===== src/rtl/keypad_digit_scanner_if.sv =====
// Keypad-side and digit-side signals of the keypad digit scanner.
// The scanner takes the master modport; the keypad/lock side takes the slave modport.
interface keypad_digit_scanner_if;
    logic [3:0] row;            // active-low rows, asynchronous to the scanner clock
    logic [3:0] col;            // active-low one-hot column drive
    logic [3:0] digit;
    logic       digitValid;
    logic       keyHeld;
    logic       multiKeyError;

    modport master (
        input  row,
        output col, digit, digitValid, keyHeld, multiKeyError
    );

    modport slave (
        output row,
        input  col, digit, digitValid, keyHeld, multiKeyError
    );
endinterface


===== src/rtl/keypad_digit_scanner.sv =====
// 4x4 keypad scanner: column scan, 2-flop row synchronizer, frame debounce, one digit per keypress.
// Optional build macro KEYPAD_REPEAT_EN adds auto-repeat of a held key every REPEAT_FRAMES frames.
module keypad_digit_scanner #(
    parameter int SCAN_DIV        = 1000,
    parameter int DEBOUNCE_FRAMES = 4,
    parameter int REPEAT_FRAMES   = 250
) (
    input  logic                   CLK,
    input  logic                   RST,
    keypad_digit_scanner_if.master kp
);

    typedef enum logic [1:0] {S_SCAN, S_DEBOUNCE, S_EMIT, S_WAIT_RELEASE} state_t;
    typedef enum logic [1:0] {F_NONE, F_KEY, F_MULTI} frame_t;

    localparam int DIV_W = $clog2(SCAN_DIV);
    localparam int CNT_W = $clog2(DEBOUNCE_FRAMES + 1);
    localparam logic [DIV_W-1:0] DIV_LAST = DIV_W'(SCAN_DIV - 1);
    localparam logic [CNT_W-1:0] CNT_MAX  = CNT_W'(DEBOUNCE_FRAMES);
    localparam logic [CNT_W-1:0] CNT_ONE  = CNT_W'(1);

    if (SCAN_DIV < 4 || DEBOUNCE_FRAMES < 1 || REPEAT_FRAMES < 1) begin : g_param_check
        $error("keypad_digit_scanner: illegal parameter value");
    end

    logic [3:0]       sync1_q, sync2_q;
    logic [DIV_W-1:0] div_q;
    logic [1:0]       col_idx_q;
    logic [1:0]       acc_cnt_q, acc_cnt_d;   // keys seen this frame, saturating at 2
    logic [3:0]       acc_key_q, acc_key_d;

    state_t           state_q;
    logic [3:0]       cand_q;
    logic [CNT_W-1:0] cnt_q, cnt_inc;
    logic [3:0]       digit_q;
    logic             digit_valid_q;
    logic             key_held_q;
    logic             multi_err_q;

    logic             col_tick, frame_done;
    logic [3:0]       rows_low;
    logic             col_any, col_multi;
    logic [1:0]       row_idx;
    frame_t           frame_kind;

    assign col_tick   = (div_q == DIV_LAST);
    assign frame_done = col_tick && (col_idx_q == 2'd3);
    assign cnt_inc    = (cnt_q == CNT_MAX) ? cnt_q : cnt_q + CNT_ONE;

    // NOTE: every signal gets a default at the top of always_comb so no path leaves it unassigned (no latch).
    always_comb begin
        rows_low  = ~sync2_q;
        col_any   = |rows_low;
        col_multi = |(rows_low & (rows_low - 4'd1));
        row_idx   = 2'd0;
        if (rows_low[0])      row_idx = 2'd0;
        else if (rows_low[1]) row_idx = 2'd1;
        else if (rows_low[2]) row_idx = 2'd2;
        else if (rows_low[3]) row_idx = 2'd3;

        acc_cnt_d = acc_cnt_q;
        acc_key_d = acc_key_q;
        if (col_multi) begin
            acc_cnt_d = 2'd2;
        end else if (col_any) begin
            acc_cnt_d = (acc_cnt_q == 2'd0) ? 2'd1 : 2'd2;
            if (acc_cnt_q == 2'd0) acc_key_d = {col_idx_q, row_idx};
        end

        frame_kind = F_NONE;
        if (acc_cnt_d == 2'd1)      frame_kind = F_KEY;
        else if (acc_cnt_d != 2'd0) frame_kind = F_MULTI;
    end

    // NOTE: sequential state uses non-blocking assignments so all flops update from pre-edge values.
    always_ff @(posedge CLK) begin
        if (RST) begin
            sync1_q   <= 4'hF;
            sync2_q   <= 4'hF;
            div_q     <= '0;
            col_idx_q <= 2'd0;
            acc_cnt_q <= 2'd0;
            acc_key_q <= 4'd0;
        end else begin
            sync1_q <= kp.row;
            sync2_q <= sync1_q;
            div_q   <= col_tick ? '0 : div_q + DIV_W'(1);
            if (col_tick) begin
                col_idx_q <= col_idx_q + 2'd1;
                acc_cnt_q <= frame_done ? 2'd0 : acc_cnt_d;
                acc_key_q <= frame_done ? 4'd0 : acc_key_d;
            end
        end
    end

`ifdef KEYPAD_REPEAT_EN
    localparam int RPT_W = $clog2(REPEAT_FRAMES + 1);
    localparam logic [RPT_W-1:0] RPT_MAX = RPT_W'(REPEAT_FRAMES);

    logic [RPT_W-1:0] rpt_q, rpt_inc;
    assign rpt_inc = (rpt_q == RPT_MAX) ? rpt_q : rpt_q + RPT_W'(1);
`endif

    always_ff @(posedge CLK) begin
        if (RST) begin
            state_q       <= S_SCAN;
            cand_q        <= 4'd0;
            cnt_q         <= '0;
            digit_q       <= 4'd0;
            digit_valid_q <= 1'b0;
            key_held_q    <= 1'b0;
            multi_err_q   <= 1'b0;
`ifdef KEYPAD_REPEAT_EN
            rpt_q         <= '0;
`endif
        end else begin
            digit_valid_q <= 1'b0;
            multi_err_q   <= 1'b0;
            case (state_q)
                S_SCAN: begin
                    if (frame_done) begin
                        case (frame_kind)
                            F_KEY: begin
                                cand_q  <= acc_key_d;
                                cnt_q   <= CNT_ONE;
                                state_q <= (DEBOUNCE_FRAMES == 1) ? S_EMIT : S_DEBOUNCE;
                            end
                            F_MULTI: begin
                                multi_err_q <= 1'b1;
                                cnt_q       <= '0;
                            end
                            default: ;
                        endcase
                    end
                end
                S_DEBOUNCE: begin
                    if (frame_done) begin
                        case (frame_kind)
                            F_KEY: begin
                                if (acc_key_d == cand_q) begin
                                    cnt_q <= cnt_inc;
                                    if (cnt_inc == CNT_MAX) state_q <= S_EMIT;
                                end else begin
                                    cand_q <= acc_key_d;
                                    cnt_q  <= CNT_ONE;
                                end
                            end
                            F_MULTI: begin
                                multi_err_q <= 1'b1;
                                cnt_q       <= '0;
                                state_q     <= S_SCAN;
                            end
                            default: begin
                                cnt_q   <= '0;
                                state_q <= S_SCAN;
                            end
                        endcase
                    end
                end
                S_EMIT: begin
                    digit_q       <= cand_q;
                    digit_valid_q <= 1'b1;
                    key_held_q    <= 1'b1;
                    cnt_q         <= '0;
                    state_q       <= S_WAIT_RELEASE;
`ifdef KEYPAD_REPEAT_EN
                    rpt_q         <= '0;
`endif
                end
                S_WAIT_RELEASE: begin
                    if (frame_done) begin
                        case (frame_kind)
                            F_NONE: begin
                                if (cnt_inc == CNT_MAX) begin
                                    cnt_q      <= '0;
                                    key_held_q <= 1'b0;
                                    state_q    <= S_SCAN;
                                end else begin
                                    cnt_q <= cnt_inc;
                                end
`ifdef KEYPAD_REPEAT_EN
                                rpt_q <= '0;
`endif
                            end
                            F_MULTI: begin
                                multi_err_q <= 1'b1;
                                cnt_q       <= '0;
`ifdef KEYPAD_REPEAT_EN
                                rpt_q       <= '0;
`endif
                            end
                            default: begin
                                // A different key while held only restarts the release count.
                                cnt_q <= '0;
`ifdef KEYPAD_REPEAT_EN
                                if (acc_key_d == cand_q) begin
                                    if (rpt_inc == RPT_MAX) begin
                                        digit_q       <= cand_q;
                                        digit_valid_q <= 1'b1;
                                        rpt_q         <= '0;
                                    end else begin
                                        rpt_q <= rpt_inc;
                                    end
                                end else begin
                                    rpt_q <= '0;
                                end
`endif
                            end
                        endcase
                    end
                end
                default: state_q <= S_SCAN;
            endcase
        end
    end

    assign kp.col           = ~(4'b0001 << col_idx_q);
    assign kp.digit         = digit_q;
    assign kp.digitValid    = digit_valid_q;
    assign kp.keyHeld       = key_held_q;
    assign kp.multiKeyError = multi_err_q;

endmodule

===== src/flat_wrapper.sv =====
// flat-port wrapper written by rule: the top's interface ports become plain ports
module keypad_digit_scanner_flat 
#(
    parameter int SCAN_DIV        = 1000,
    parameter int DEBOUNCE_FRAMES = 4,
    parameter int REPEAT_FRAMES   = 250
)
  (CLK, RST, kp_row, kp_col, kp_digit, kp_digitValid, kp_keyHeld, kp_multiKeyError);
  keypad_digit_scanner_if kp_i ();
  input  logic CLK;
  input  logic RST;
  input wire logic [$bits(kp_i.row)-1:0] kp_row;
  output wire logic [$bits(kp_i.col)-1:0] kp_col;
  output wire logic [$bits(kp_i.digit)-1:0] kp_digit;
  output wire logic [$bits(kp_i.digitValid)-1:0] kp_digitValid;
  output wire logic [$bits(kp_i.keyHeld)-1:0] kp_keyHeld;
  output wire logic [$bits(kp_i.multiKeyError)-1:0] kp_multiKeyError;
  assign kp_i.row = kp_row;
  assign kp_col = kp_i.col;
  assign kp_digit = kp_i.digit;
  assign kp_digitValid = kp_i.digitValid;
  assign kp_keyHeld = kp_i.keyHeld;
  assign kp_multiKeyError = kp_i.multiKeyError;
  keypad_digit_scanner #(.SCAN_DIV(SCAN_DIV), .DEBOUNCE_FRAMES(DEBOUNCE_FRAMES), .REPEAT_FRAMES(REPEAT_FRAMES)) u_core (.CLK(CLK), .RST(RST), .kp(kp_i));
endmodule

===== config.mk =====
export PLATFORM = sky130hd
export DESIGN_NAME = keypad_digit_scanner_flat
export DESIGN_NICKNAME = d
export VERILOG_FILES = /design/src/rtl/keypad_digit_scanner_if.sv /design/src/rtl/keypad_digit_scanner.sv /design/src/flat_wrapper.sv
export SDC_FILE = /design/constraint.sdc
export NUM_CORES = 1
export LEC_CHECK = 0
export CAP_MARGIN = 20
export CORE_ASPECT_RATIO = 2
export CORE_MARGIN = 2
export CORE_UTILIZATION = 50
export DETAILED_ROUTE_END_ITERATION = 16
export PLACE_DENSITY_LB_ADDON = 0.15
export SYNTH_ARGS = -nofsm -noshare
export SYNTH_HDL_FRONTEND = slang
export SYNTH_SLANG_ARGS = --single-unit
export TNS_END_PERCENT = 1

===== constraint.sdc =====
create_clock -name CLK -period 5.6 [get_ports CLK]
set_input_delay 0.84 -clock CLK [delete_from_list [all_inputs] [get_ports CLK]]
set_output_delay 0.84 -clock CLK [all_outputs]
set_load 0.005 [all_outputs]

======== Word level (Yosys, flattened, before mapping) ========
Cells that the tools add are included.
operators by class
  $add $sub $neg .......................... 4
  equality and inequality tests ........... 22
  shift-type cells ........................ 1
  reductions and logical operators ........ 16
  bitwise gates (word level) .............. 5
  multiplexer cells ....................... 46
operator list
  operator                 count
  $mux W2                  19
  $mux W4                  9
  $mux W3                  8
  $ne A2 B1 Y1 const B     7
  $pmux W3 S4              1
  $add A10 B1 Y10 const B  1
  $eq A10 B10 Y1 const B   1
  $eq A2 B2 Y1 const B     4
  $not A4 Y4               2
  $pmux W2 S4              1
  $pmux W4 S2              1
  $reduce_and A4 Y1        2
  $reduce_and A8 Y1        1
  $reduce_or A4 Y1         2
  $eq A2 B1 Y1 const B     3
  $eq A3 B3 Y1 const B     2
  $logic_not A2 Y1         3
  $ne A3 B2 Y1 const B     2
  $pmux W3 S2              1
  $reduce_and A6 Y1        1
  $reduce_bool A2 Y1       3
  $reduce_or A3 Y1         2
  $mux W1                  5
  $and A4 B4 Y4            1
  other kinds (11)         12
word-level totals
  input bits .............................. 6
  output and inout port bits .............. 11
  logic and storage cells ................. 107
  register bits after elaboration ......... 42

======== Depth between registers and ports, before layout ========
  depth in word-level cells ............... 13
  gate-level depth with buffers ........... 9
  gate-level depth less buffers ........... 9

======== Worst setup path after synthesis ========
No wires, ideal clock.
  path kind ............................... flip-flop to flip-flop
  start point ............................. reg u_core.sync2_q[2]
  end point ............................... reg u_core.cnt_q[1]
  arrival time ............................ 2.119 ns
  data required time ...................... 5.500 ns
  setup time .............................. 0.100 ns
  stages on the path, launching flop included .. 9
  path buffers ............................ 1
  path slack .............................. 3.382 ns
  clock period less this slack ............ 2.218 ns
  cell sequence ........................... dfxtp_1 > buf_4 > nand2b_1 > a21oi_2 > o21a_2 > mux2i_4 > xnor2_1 > or4b_4 > a2111oi_4
on the way
  longest elaborated chain between the ends .. 12
  elaborated cells on any way between the ends .. 29
  classes of those cells .................. 1 x add/sub; 5 x eq/ne; 16 x mux; 2 x bitwise; 5 x reduce/logical
RTL lines
  element                                               RTL line                                                  RTL
  start: declaration                                    keypad_digit_scanner.sv:26                                logic [3:0] sync1_q, sync2_q;
  start signal: assignment                              keypad_digit_scanner.sv:86                                sync2_q <= sync1_q;
  $not A4 Y4 (*)                                        keypad_digit_scanner.sv:52                                rows_low = ~sync2_q;
  $sub A4 B1 Y4 / $mux W2 (equally long branches)       keypad_digit_scanner.sv:54, keypad_digit_scanner.sv:58
  $and A4 B4 Y4 / $mux W2 (equally long branches)       keypad_digit_scanner.sv:54, keypad_digit_scanner.sv:57
  $reduce_or A4 Y1 / $mux W2 (equally long branches)    keypad_digit_scanner.sv:54, keypad_digit_scanner.sv:56
  $mux W2 / $mux W4 (equally long branches)             keypad_digit_scanner.sv:63, keypad_digit_scanner.sv:67
  $reduce_bool A2 Y1 / $mux W4 (equally long branches)  keypad_digit_scanner.sv:72, keypad_digit_scanner.sv:65
  $mux W2 / $mux W4 (equally long branches)             keypad_digit_scanner.sv:72, keypad_digit_scanner.sv:63
  $mux W2 / $eq A4 B4 Y1 (equally long branches)        keypad_digit_scanner.sv:71, keypad_digit_scanner.sv:140
  $eq A2 B1 Y1, or another cell as far along            keypad_digit_scanner.sv:122, keypad_digit_scanner.sv:138
  $mux W3 (on tied branches)                            keypad_digit_scanner.sv:138, keypad_digit_scanner.sv:172
  $mux W3 (on tied branches)                            keypad_digit_scanner.sv:137, keypad_digit_scanner.sv:171
  $pmux W3 S4                                           keypad_digit_scanner.sv:119                               case (state_q)
  end signal: assignment                                keypad_digit_scanner.sv:141                               cnt_q <= cnt_inc;
  end signal: assignment                                keypad_digit_scanner.sv:179                               cnt_q <= cnt_inc;
  end: declaration                                      keypad_digit_scanner.sv:34                                logic [CNT_W-1:0] cnt_q, cnt_inc;
Every way passes the cells marked *; elsewhere a longest branch is shown, timed or not. The select of a mux whose other input is x is not followed.
A chain may end at the register's enable or synchronous reset.

======== Final worst setup path ========
  start point ............................. reg u_core.col_idx_q[1]
  end point ............................... out kp_col[3]
on the way
  longest elaborated chain between the ends .. 2
RTL lines
  element                   RTL line                     RTL
  start: declaration        keypad_digit_scanner.sv:28   logic [1:0] col_idx_q;
  start signal: assignment  keypad_digit_scanner.sv:89   col_idx_q <= col_idx_q + 2'd1;
  $shl A1 B2 Y4             keypad_digit_scanner.sv:217  assign kp.col = ~(4'b0001 << col_idx_q);
  $not A4 Y4                keypad_digit_scanner.sv:217
  end: declaration          flat_wrapper.sv:13           output wire logic [$bits(kp_i.col)-1:0] kp_col;
No other way between the ends.

==> results.md <==
- # hold bufs at CTS: 0
- Drt first pass iters: 4
- Die W: 51.7 microns
- Fin nets: 304
- Final Hold Viols: 0
- Via-to-Cell Ratio: roughly 5.7
- Non-filler cells, final: 346
- TritonCTS clock tree: done
- Die footprint: 5130 sq um
- Post-CTS sizing: 0
- Final Critical Period: 2.58 ns
- Worst slew margin: 0.529
- Mapped cell area: 2270 sq um
- EDFF count, synth: 0
- Setup Viol. Count Final: 0
- Share of Yosys cell area claimed by the top area cell type: 0.370
- Crit Path Class: flip-flop to output port
- Crit path DAT: roughly 1.7 ns
- Root buffer cell: clkbuf_8
- Post-CTS Setup Inserts: 0
- Critical Path RT: 4.76 ns
- Number of core rows: 34
- Skew-Pair Late Insertion Delay: 0.30 ns
- Routed wire length: 4750 microns
- Inserted Clock Buffers: 5
- Max H-tree Level: 2
- Routed len/inst: 13.7 microns
- Top FF cell, synth: dfxtp_1
- Top-count cell post-synth: dfxtp_1
- Max-slew violations: 0
- Vias in the first global route: roughly 1900
- Share of cells above drive strength 1: 0.0959
- Max Clock Skew: around 0.015 ns
- Post-DP HPWL: 3660 microns
- Min-Delay Path Class: flip-flop to flip-flop
- Total grt overflow: 0
- RSZ-0062 raised after global routing: false
- #FFs+latches synth: 42
- CTS sink count: 42
- Largest net degree at the start of global routing: 36
- Port Buf Inserts: 16
- Synth Instances: between 200 and 300
- Clock Tree Buf Depth: 2
- Initial antenna violation count: 0
- Yosys Warn Count: 0
- DP Worst Slack: 3.05 ns
- Total track usage: 0.205
- Lkg Pwr: 0.907 nW
- Initial DRC Count: between 40 and 50
- Antenna Nets Post-Route: 0
- Die H: between 90 and 100 microns
- Synth cell types: 53
- Number of diodes: 0
- Min Hold Slack: 0.414 ns
- Number of remaining DRC errors: 0
- CTS clk-pin slew, worst paths: 0.08 ns
- Fill cells: 433
- VDD IR max: 0.174 mV
- Post-synth top cells: 42 x dfxtp_1, 35 x nor2_1, 30 x nand2_1
- Crit share post-route: 0.460
- Least-Margin Pin Slew: 0.700 ns
- Fin worst setup slack: 3.02 ns
- Status: finished clean
- Synth Area per Inst: 8.08 sq um
- Max Cap Viol: 0
- GP Congestion: 0.831
- Final Total Pwr: 0.543 mW
- Largest area contributor in the netlist: dfxtp_1
- Initial Util: 0.523
- Synth area leaders: dfxtp_1 37%, nor2_1 5.8%, a21oi_1 5.3%, nand2_1 5.0%, xnor2_1 4.2%
- Crit Path Max Fanout: 7
- Synth async-reset ratio: 0
- Setup TNS: 0 ns
- Synth Net Count: 294
- # IOs: 17
- First-pass GRT wire length: 8070 microns
- Dpl cells: 338
- Core footprint: 4340 sq um
- Fmax: 388 MHz
- Worst Setup Start Kind: flip-flop
- PD cells: 215 nW/um^2
- Vias post-DR: around 2000
- Seq/Total Area, Yosys: 0.370
- Worst Setup End Kind: output port
- Area growth from synthesis to layout: 11.2%
[kinds of logic (layout without fill, tap and decap cells)]
family                     Yosys count  after routing  synth area share
AOI/OAI and AO/OA                   61             61             0.182
xor gates and xnor gates            18             18            0.0694
buffers and inverters               27             38            0.0518
and+or+nand+nor                    124            124             0.274
DFF                                 42             42             0.370
muxes                                2              2            0.0143
adders and majority gates            7              7            0.0386
[final timing paths]
kind / startpoint / cells past startpoint / slack [ns] / end
worst max register to register: u_core.sync2_q[3]$_SDFF_PP1_ / 7 / 3.07 / u_core.cnt_q[1]$_SDFFE_PP0P_
worst max-delay path: u_core.col_idx_q[1]$_SDFFE_PP0P_ / 3 / 3.02 / kp_col[3]
worst min-delay path: u_core.sync1_q[2]$_SDFF_PP1_ / 1 / 0.41 / u_core.sync2_q[2]$_SDFF_PP1_
worst min register to register: u_core.sync1_q[2]$_SDFF_PP1_ / 1 / 0.41 / u_core.sync2_q[2]$_SDFF_PP1_
[per-layer routing]
layer  up-vias  track usage  wire, microns
met1       937        0.196           1740
li1        997            -              -
met5         -            0              0
met4         0        0.107            161
met3        11       0.0315             96
met2        26        0.394           2750
[through the flow]
| stage | area [sq um] | utilization |
|---|---|---|
| 4_1_cts | 2520 | 0.582 |
| 5_1_grt | 2520 | 0.582 |
| 2_1_floorplan | 2270 | - |
| 6_report | 2520 | 0.582 |
| 3_3_place_gp | 2440 | 0.562 |
| 3_5_place_dp | 2440 | 0.562 |
[report_power, final]
| group | internal, mW | total [mW] | switching (mW) |
|---|---|---|---|
| Clock | 0.0877 | 0.194 | 0.106 |
| Sequential | 0.303 | 0.309 | 0.00581 |
| Combinational | 0.0174 | 0.0398 | 0.0224 |
[area by class of cell]
class | count | area [sq um] | share of cell area
Clock buffer | 5 | 68.8 | 0.0273
Tap cell | 54 | 67.6 | 0.0268
Clock inverter | 3 | 18.8 | 0.00743
Timing Repair Buffer | 17 | 168 | 0.0664
Sequential cell | 42 | 841 | 0.333
Inverter | 13 | 48.8 | 0.0193
Multi-Input combinational cell | 212 | 1310 | 0.520
[registers in the layout, summed over array words and instances (netlist names), named ones only]
register,count
u_core.div_q,10
u_core.acc_key_q,4
u_core.cand_q,4
u_core.kp.digit,4
u_core.sync1_q,4
u_core.sync2_q,4
u_core.cnt_q,3
u_core.acc_cnt_q,2
u_core.col_idx_q,2
u_core.kp.digitValid,1
u_core.kp.keyHeld,1
u_core.kp.multiKeyError,1
u_core.state_q,1
[layout by cell type (no fill, tap or decap), types with 2 or more instances in the layout]
cell / count
nor3_1: 5
nand2_1: 30
xnor2_1: 11
o21ai_0: 8
clkdlybuf4s50_1: 16
a21oi_1: 24
and3_1: 3
or2_2: 8
nand4_1: 4
nor2_1: 35
clkinv_2: 2
o31ai_1: 2
inv_1: 12
clkbuf_8: 5
nand2b_1: 6
a211oi_1: 4
a21oi_2: 2
o21ai_1: 2
a22oi_1: 4
o22ai_1: 2
nor3b_1: 3
xor2_1: 7
ha_1: 7
nand3_1: 13
nor4_1: 5
nor2b_1: 2
dfxtp_1: 42
[worst max-delay path, stage by stage (launching register included)]
cell	delay [ns]
dfxtp_1	0.48
ha_1	0.36
inv_1	0.13
clkdlybuf4s50_1	0.48
Power figures use the tool's default switching activity.
==> RTL change 1 (same flow settings) <==
Re-encode `state_t` (4 states) as one-hot, 4 bits wide.
--- a/src/rtl/keypad_digit_scanner.sv
+++ b/src/rtl/keypad_digit_scanner.sv
@@ -11,5 +11,5 @@
 );
 
-    typedef enum logic [1:0] {S_SCAN, S_DEBOUNCE, S_EMIT, S_WAIT_RELEASE} state_t;
+    typedef enum logic [3:0] {S_SCAN = 4'b0001, S_DEBOUNCE = 4'b0010, S_EMIT = 4'b0100, S_WAIT_RELEASE = 4'b1000} state_t;
     typedef enum logic [1:0] {F_NONE, F_KEY, F_MULTI} frame_t;
 
Behaviour: no difference found for any inputs over 10 cycles, from zero or initial values and one cycle with RST high; not proved beyond that.
==> RTL change 1 against the unedited design <==
- total power increased by 13%
- synthesized area up 8.3%
- critical path type is now flip-flop to flip-flop
- die area is 7.8% higher
- sequential cell count rose by 2
- via count grew 5.3%
- count of clock-buffer cells in the layout increased by 1
- clock power grew 32%
- worst setup slack improved by 0.057 ns
- cell area is 8.6% higher
- critical path depth is 4 higher
- wire length is 12% higher
- core utilization fell by 1.3 points
- largest power group unchanged
- synthesized cell count grew 7.8%
- clock skew down 0.0087 ns
==> RTL change 1: results (changes against the unedited design) <==
Status
  – Run status: completed

Synth
  – XOR/XNOR Fraction of Synth Area: 0.0605 (-0.00889)
  – Asr flop ratio synth: 0 (unchanged)
  – Post-Synth Adder-Cell Area: 0.0356 (-0.00296)
  – Syn Area/Cell: 8.12 sq um (+0.45%)
  – Compound-Gate Fraction of Synth Area: 0.159 (-0.0226)
  – Mux cell area share after synthesis: 0.0432 (+0.0289)
  – Synth warnings: 0 (unchanged)
  – Post-synth cell types: 59 (+11%)
  – Synth top area cells: dfxtp_1 36%, nor2_1 6.4%, nand2_1 4.1%
  – Synth top cells by count: 44 x dfxtp_1, 42 x nor2_1, 27 x nand2_1
  – Sequential-to-total area share from yosys stat: 0.358 (-0.0122)

Worst hold path
  – Hold Path Stages: 1 (unchanged)
  – HP Start: u_core.sync1_q[1]$_SDFF_PP1_
  – Hold path endpoint: u_core.sync2_q[1]$_SDFF_PP1_
  – Worst Hold Class: flip-flop to flip-flop

CTS
  – Setup Buffers After CTS: 0 (unchanged)
  – Resized cells post-CTS: 0 (unchanged)
  – CTS Root Cell: clkbuf_8
  – CTS Buffer Depth: 2 (unchanged)
  – Clock Latency Late Sink: 0.30 ns (about the same)
  – H-tree depth: 2 (unchanged)

Worst setup path
  – Worst Setup Start Kind: flip-flop
  – Worst reg2reg path endpoint: u_core.cand_q[2]$_SDFFE_PP0P_
  – CP Capture Type: flip-flop
  – FF-to-FF Start: u_core.sync2_q[3]$_SDFF_PP1_
  – R2R depth: 7 (unchanged)
  – Largest stage delay, worst path: 0.61 ns (+0.13 ns)
  – CP max FO: 14 (+7)
  – WP data arrival: 2.72 ns (+0.98 ns)
  – Worst path top cell family by delay: compound AO/OA/AOI/OAI gates
  – Worst setup path endpoint: u_core.cand_q[2]$_SDFFE_PP0P_

Layout
  – Largest reg by FF count: u_core.div_q
  – Layout cells sized above 1: 0.0994 (+0.00347)
  – N_diodes: 0 (unchanged)
  – Non-filler cells, final: 369 (+6.6%)
  – Max FFs per register: 10 (unchanged)
  – Nets: 324 (+6.6%)

Pwr
  – Leak pwr: 0.00100 uW (+11%)
  – Worst VDD drop: 251 uV (+45%)

Place
  – Instance area at placement: 2620 sq um (+7.5%)
  – Final Wtd Congestion: 0.935 (+12%)
  – Placed cells: 361 (+6.8%)
  – HPWL Detailed: 4090 um (+12%)

STA
  – Setup-failing EPs final: 0 (unchanged)
  – Hold slack: 0.412 ns (-0.00205 ns)
  – FMAX: 397 MHz (+2.2%)
  – Skew final: 0.00665 ns (-0.00866 ns)
  – Max-slew headroom: 0.307 (-0.223)

GRT
  – Vias in the first global route: 1912 (+2.4%)
  – First-pass GRT wire length: 8720 um (+8.0%)
  – Initial antenna violation count: 0 (unchanged)
  – Largest net degree at the start of global routing: 43 (+19%)
  – Total track usage: 0.213 (+0.00835)

Detailed routing
  – 1st-iter DRT viols: 55 (+34%)
  – DR pass1 iterations: 4 (unchanged)
  – Via Count: 2075 (+5.3%)
  – WL/cell: 14.4 um (+5.1%)
RTL change 1: cell count changes in the layout (fill, tap and decap cells not counted), sizes merged, moves of 3 or more:
cell / change
a21oi: -8
a31oi: +4
nand3b: +3
nor3: +5
o21ai: +4
nor4: -5
nand2b: +5
a211oi: -3
mux2i: +6
nor2: +8
nand4: -3
nand3: -4
RTL change 1: per-layer routing:
metal / up-vias / share of wire / GRT usage
li1: 1056 / - / -
met1: 971 / 0.39 / 0.220
met2: 35 / 0.55 / 0.397
met3: 13 / 0.023 / 0.0345
met4: 0 / 0.033 / 0.105
met5: - / 0 / 0
RTL change 1: area by class of cell:
class	count	area, sq um
fill	445	2080
multi-input combinational	230	1450
sequential	44	881
timing repair buffer	17	168
clock buffer	6	82.6
tap	57	71.3
inverter	13	48.8
clock inverter	2	38.8
RTL change 1: power by group:
part	leakage [uW]	internal, uW	switching [uW]
sequential	0.000357	317	5.94
combinational	0.000586	16.5	20.2
clock	0.0000614	146	110
==> RTL change 2 (same settings) <==
Without the edit above. Build with the macro `KEYPAD_REPEAT_EN` defined.
--- a/src/rtl/keypad_digit_scanner.sv
+++ b/src/rtl/keypad_digit_scanner.sv
@@ -1,4 +1,6 @@
 // 4x4 keypad scanner: column scan, 2-flop row synchronizer, frame debounce, one digit per keypress.
 // Optional build macro KEYPAD_REPEAT_EN adds auto-repeat of a held key every REPEAT_FRAMES frames.
+`define KEYPAD_REPEAT_EN
+
 module keypad_digit_scanner #(
     parameter int SCAN_DIV        = 1000,
Formal check against the unedited RTL: no difference found for any inputs over 10 cycles, from zero or initial values and one cycle with RST high; that may be too few to reach the edited logic, so the function may still have changed.
==> RTL change 2 against the unedited design <==
- non-clock buffer count up 2
- worst setup slack worse by 0.23 ns
- sequential share of layout area down 2.4 points
- wire length is 40% higher
- sequential cell count up 8
- synthesized area grew 27%
- worst hold slack lost 0.0061 ns
- critical path depth increased by 4
- cell area is 28% higher
- count of clock-buffer cells in the layout increased by 1
- clock skew down 0.011 ns
- via count grew 26%
- total power increased by 40%
- combinational power up 27%
- critical path type is now flip-flop to flip-flop
- largest power group unchanged
==> RTL change 2: results (changes against the unedited design) <==
Status
  – Run status: completed

Pwr
  – Worst VDD drop: 249 uV (+44%)

Place
  – Placed cells: 411 (+22%)
  – Instance area at placement: 3070 sq um (+26%)
  – Pre-CTS WS: 2.74 ns (-0.315 ns)

GRT
  – First-pass GRT wire length: 11200 um (+39%)
  – M3 GR Usage: 0.0348 (+0.00331)
  – Total track usage: 0.223 (+0.0175)
  – M1 GR Usage: 0.202 (+0.00649)

Layout
  – Non-filler cells, final: 418 (+21%)
  – Fill cell count: 545 (+26%)
  – Layout cells sized above 1: 0.0896 (-0.00625)

Detailed routing
  – Wirelength, routed: 6630 um (+40%)
  – Wire length on met3: 119 um (+24%)
  – DR pass1 iterations: 7 (+3)
  – Via Count: 2488 (+26%)

Synth
  – Syn Area/Cell: 8.33 sq um (+3.1%)
  – Compound-Gate Fraction of Synth Area: 0.198 (+0.0165)
  – XOR/XNOR Fraction of Synth Area: 0.0694 (about the same)
  – Synth top cells by count: 50 x dfxtp_1, 36 x nor2_1, 28 x nand2_1
  – Post-Synth Adder-Cell Area: 0.0425 (+0.00397)
  – Post-synth cell types: 67 (+26%)

Worst setup path
  – WP data arrival: 2.98 ns (+1.24 ns)
  – CP max FO: 6 (-1)

STA
  – Skew final: 0.00448 ns (-0.0108 ns)
RTL change 2: cell types whose count changed after synthesis, sizes merged, moves of 3 or more:
cell	before	now
inv	12	18
nand4	4	8
nor3	5	11
o221ai	0	3
mux2i	2	7
nand2b	7	4
dfxtp	42	50
o21ai	10	13
a21oi	26	23
nand3	13	17
xor2	7	13
RTL change 2: worst max-delay path, cell delays in order (launching register included):
cell and delay (ns):
dfxtp_1 0.38, ha_1 0.23, nor4bb_1 0.39, and4_1 0.39
nand2_1 0.22, nor3_1 0.67, o21ai_0 0.25, mux2i_1 0.16
RTL change 2: final timing paths:
| kind | from | endpoint | slack [ns] |
|---|---|---|---|
| setup reg to reg | u_core.div_q[0]$_SDFF_PP0_ | u_core.cand_q[1]$_SDFFE_PP0P_ | 2.79 |
| hold reg to reg | u_core.sync1_q[0]$_SDFF_PP1_ | u_core.sync2_q[0]$_SDFF_PP1_ | 0.41 |
| setup / recovery | u_core.div_q[0]$_SDFF_PP0_ | u_core.cand_q[1]$_SDFFE_PP0P_ | 2.79 |
| hold / removal | u_core.sync1_q[0]$_SDFF_PP1_ | u_core.sync2_q[0]$_SDFF_PP1_ | 0.41 |
RTL change 2: final cells by class:
cell class / instances / area share
multi-input cells: 262 / 0.537
clock buffers: 6 / 0.0429
inverters: 19 / 0.0220
flip-flops and latches: 50 / 0.309
clock inverters: 1 / 0.00927
repair buffers: 19 / 0.0564
well taps: 61 / 0.0236
RTL change 2: report_power, final:
| part | total, uW | internal [uW] | switching, uW |
|---|---|---|---|
| Combinational | 50.6 | 20.5 | 30.1 |
| Sequential | 366 | 360 | 5.83 |
| Clock | 345 | 220 | 124 |
| Total | 761 | 601 | 160 |
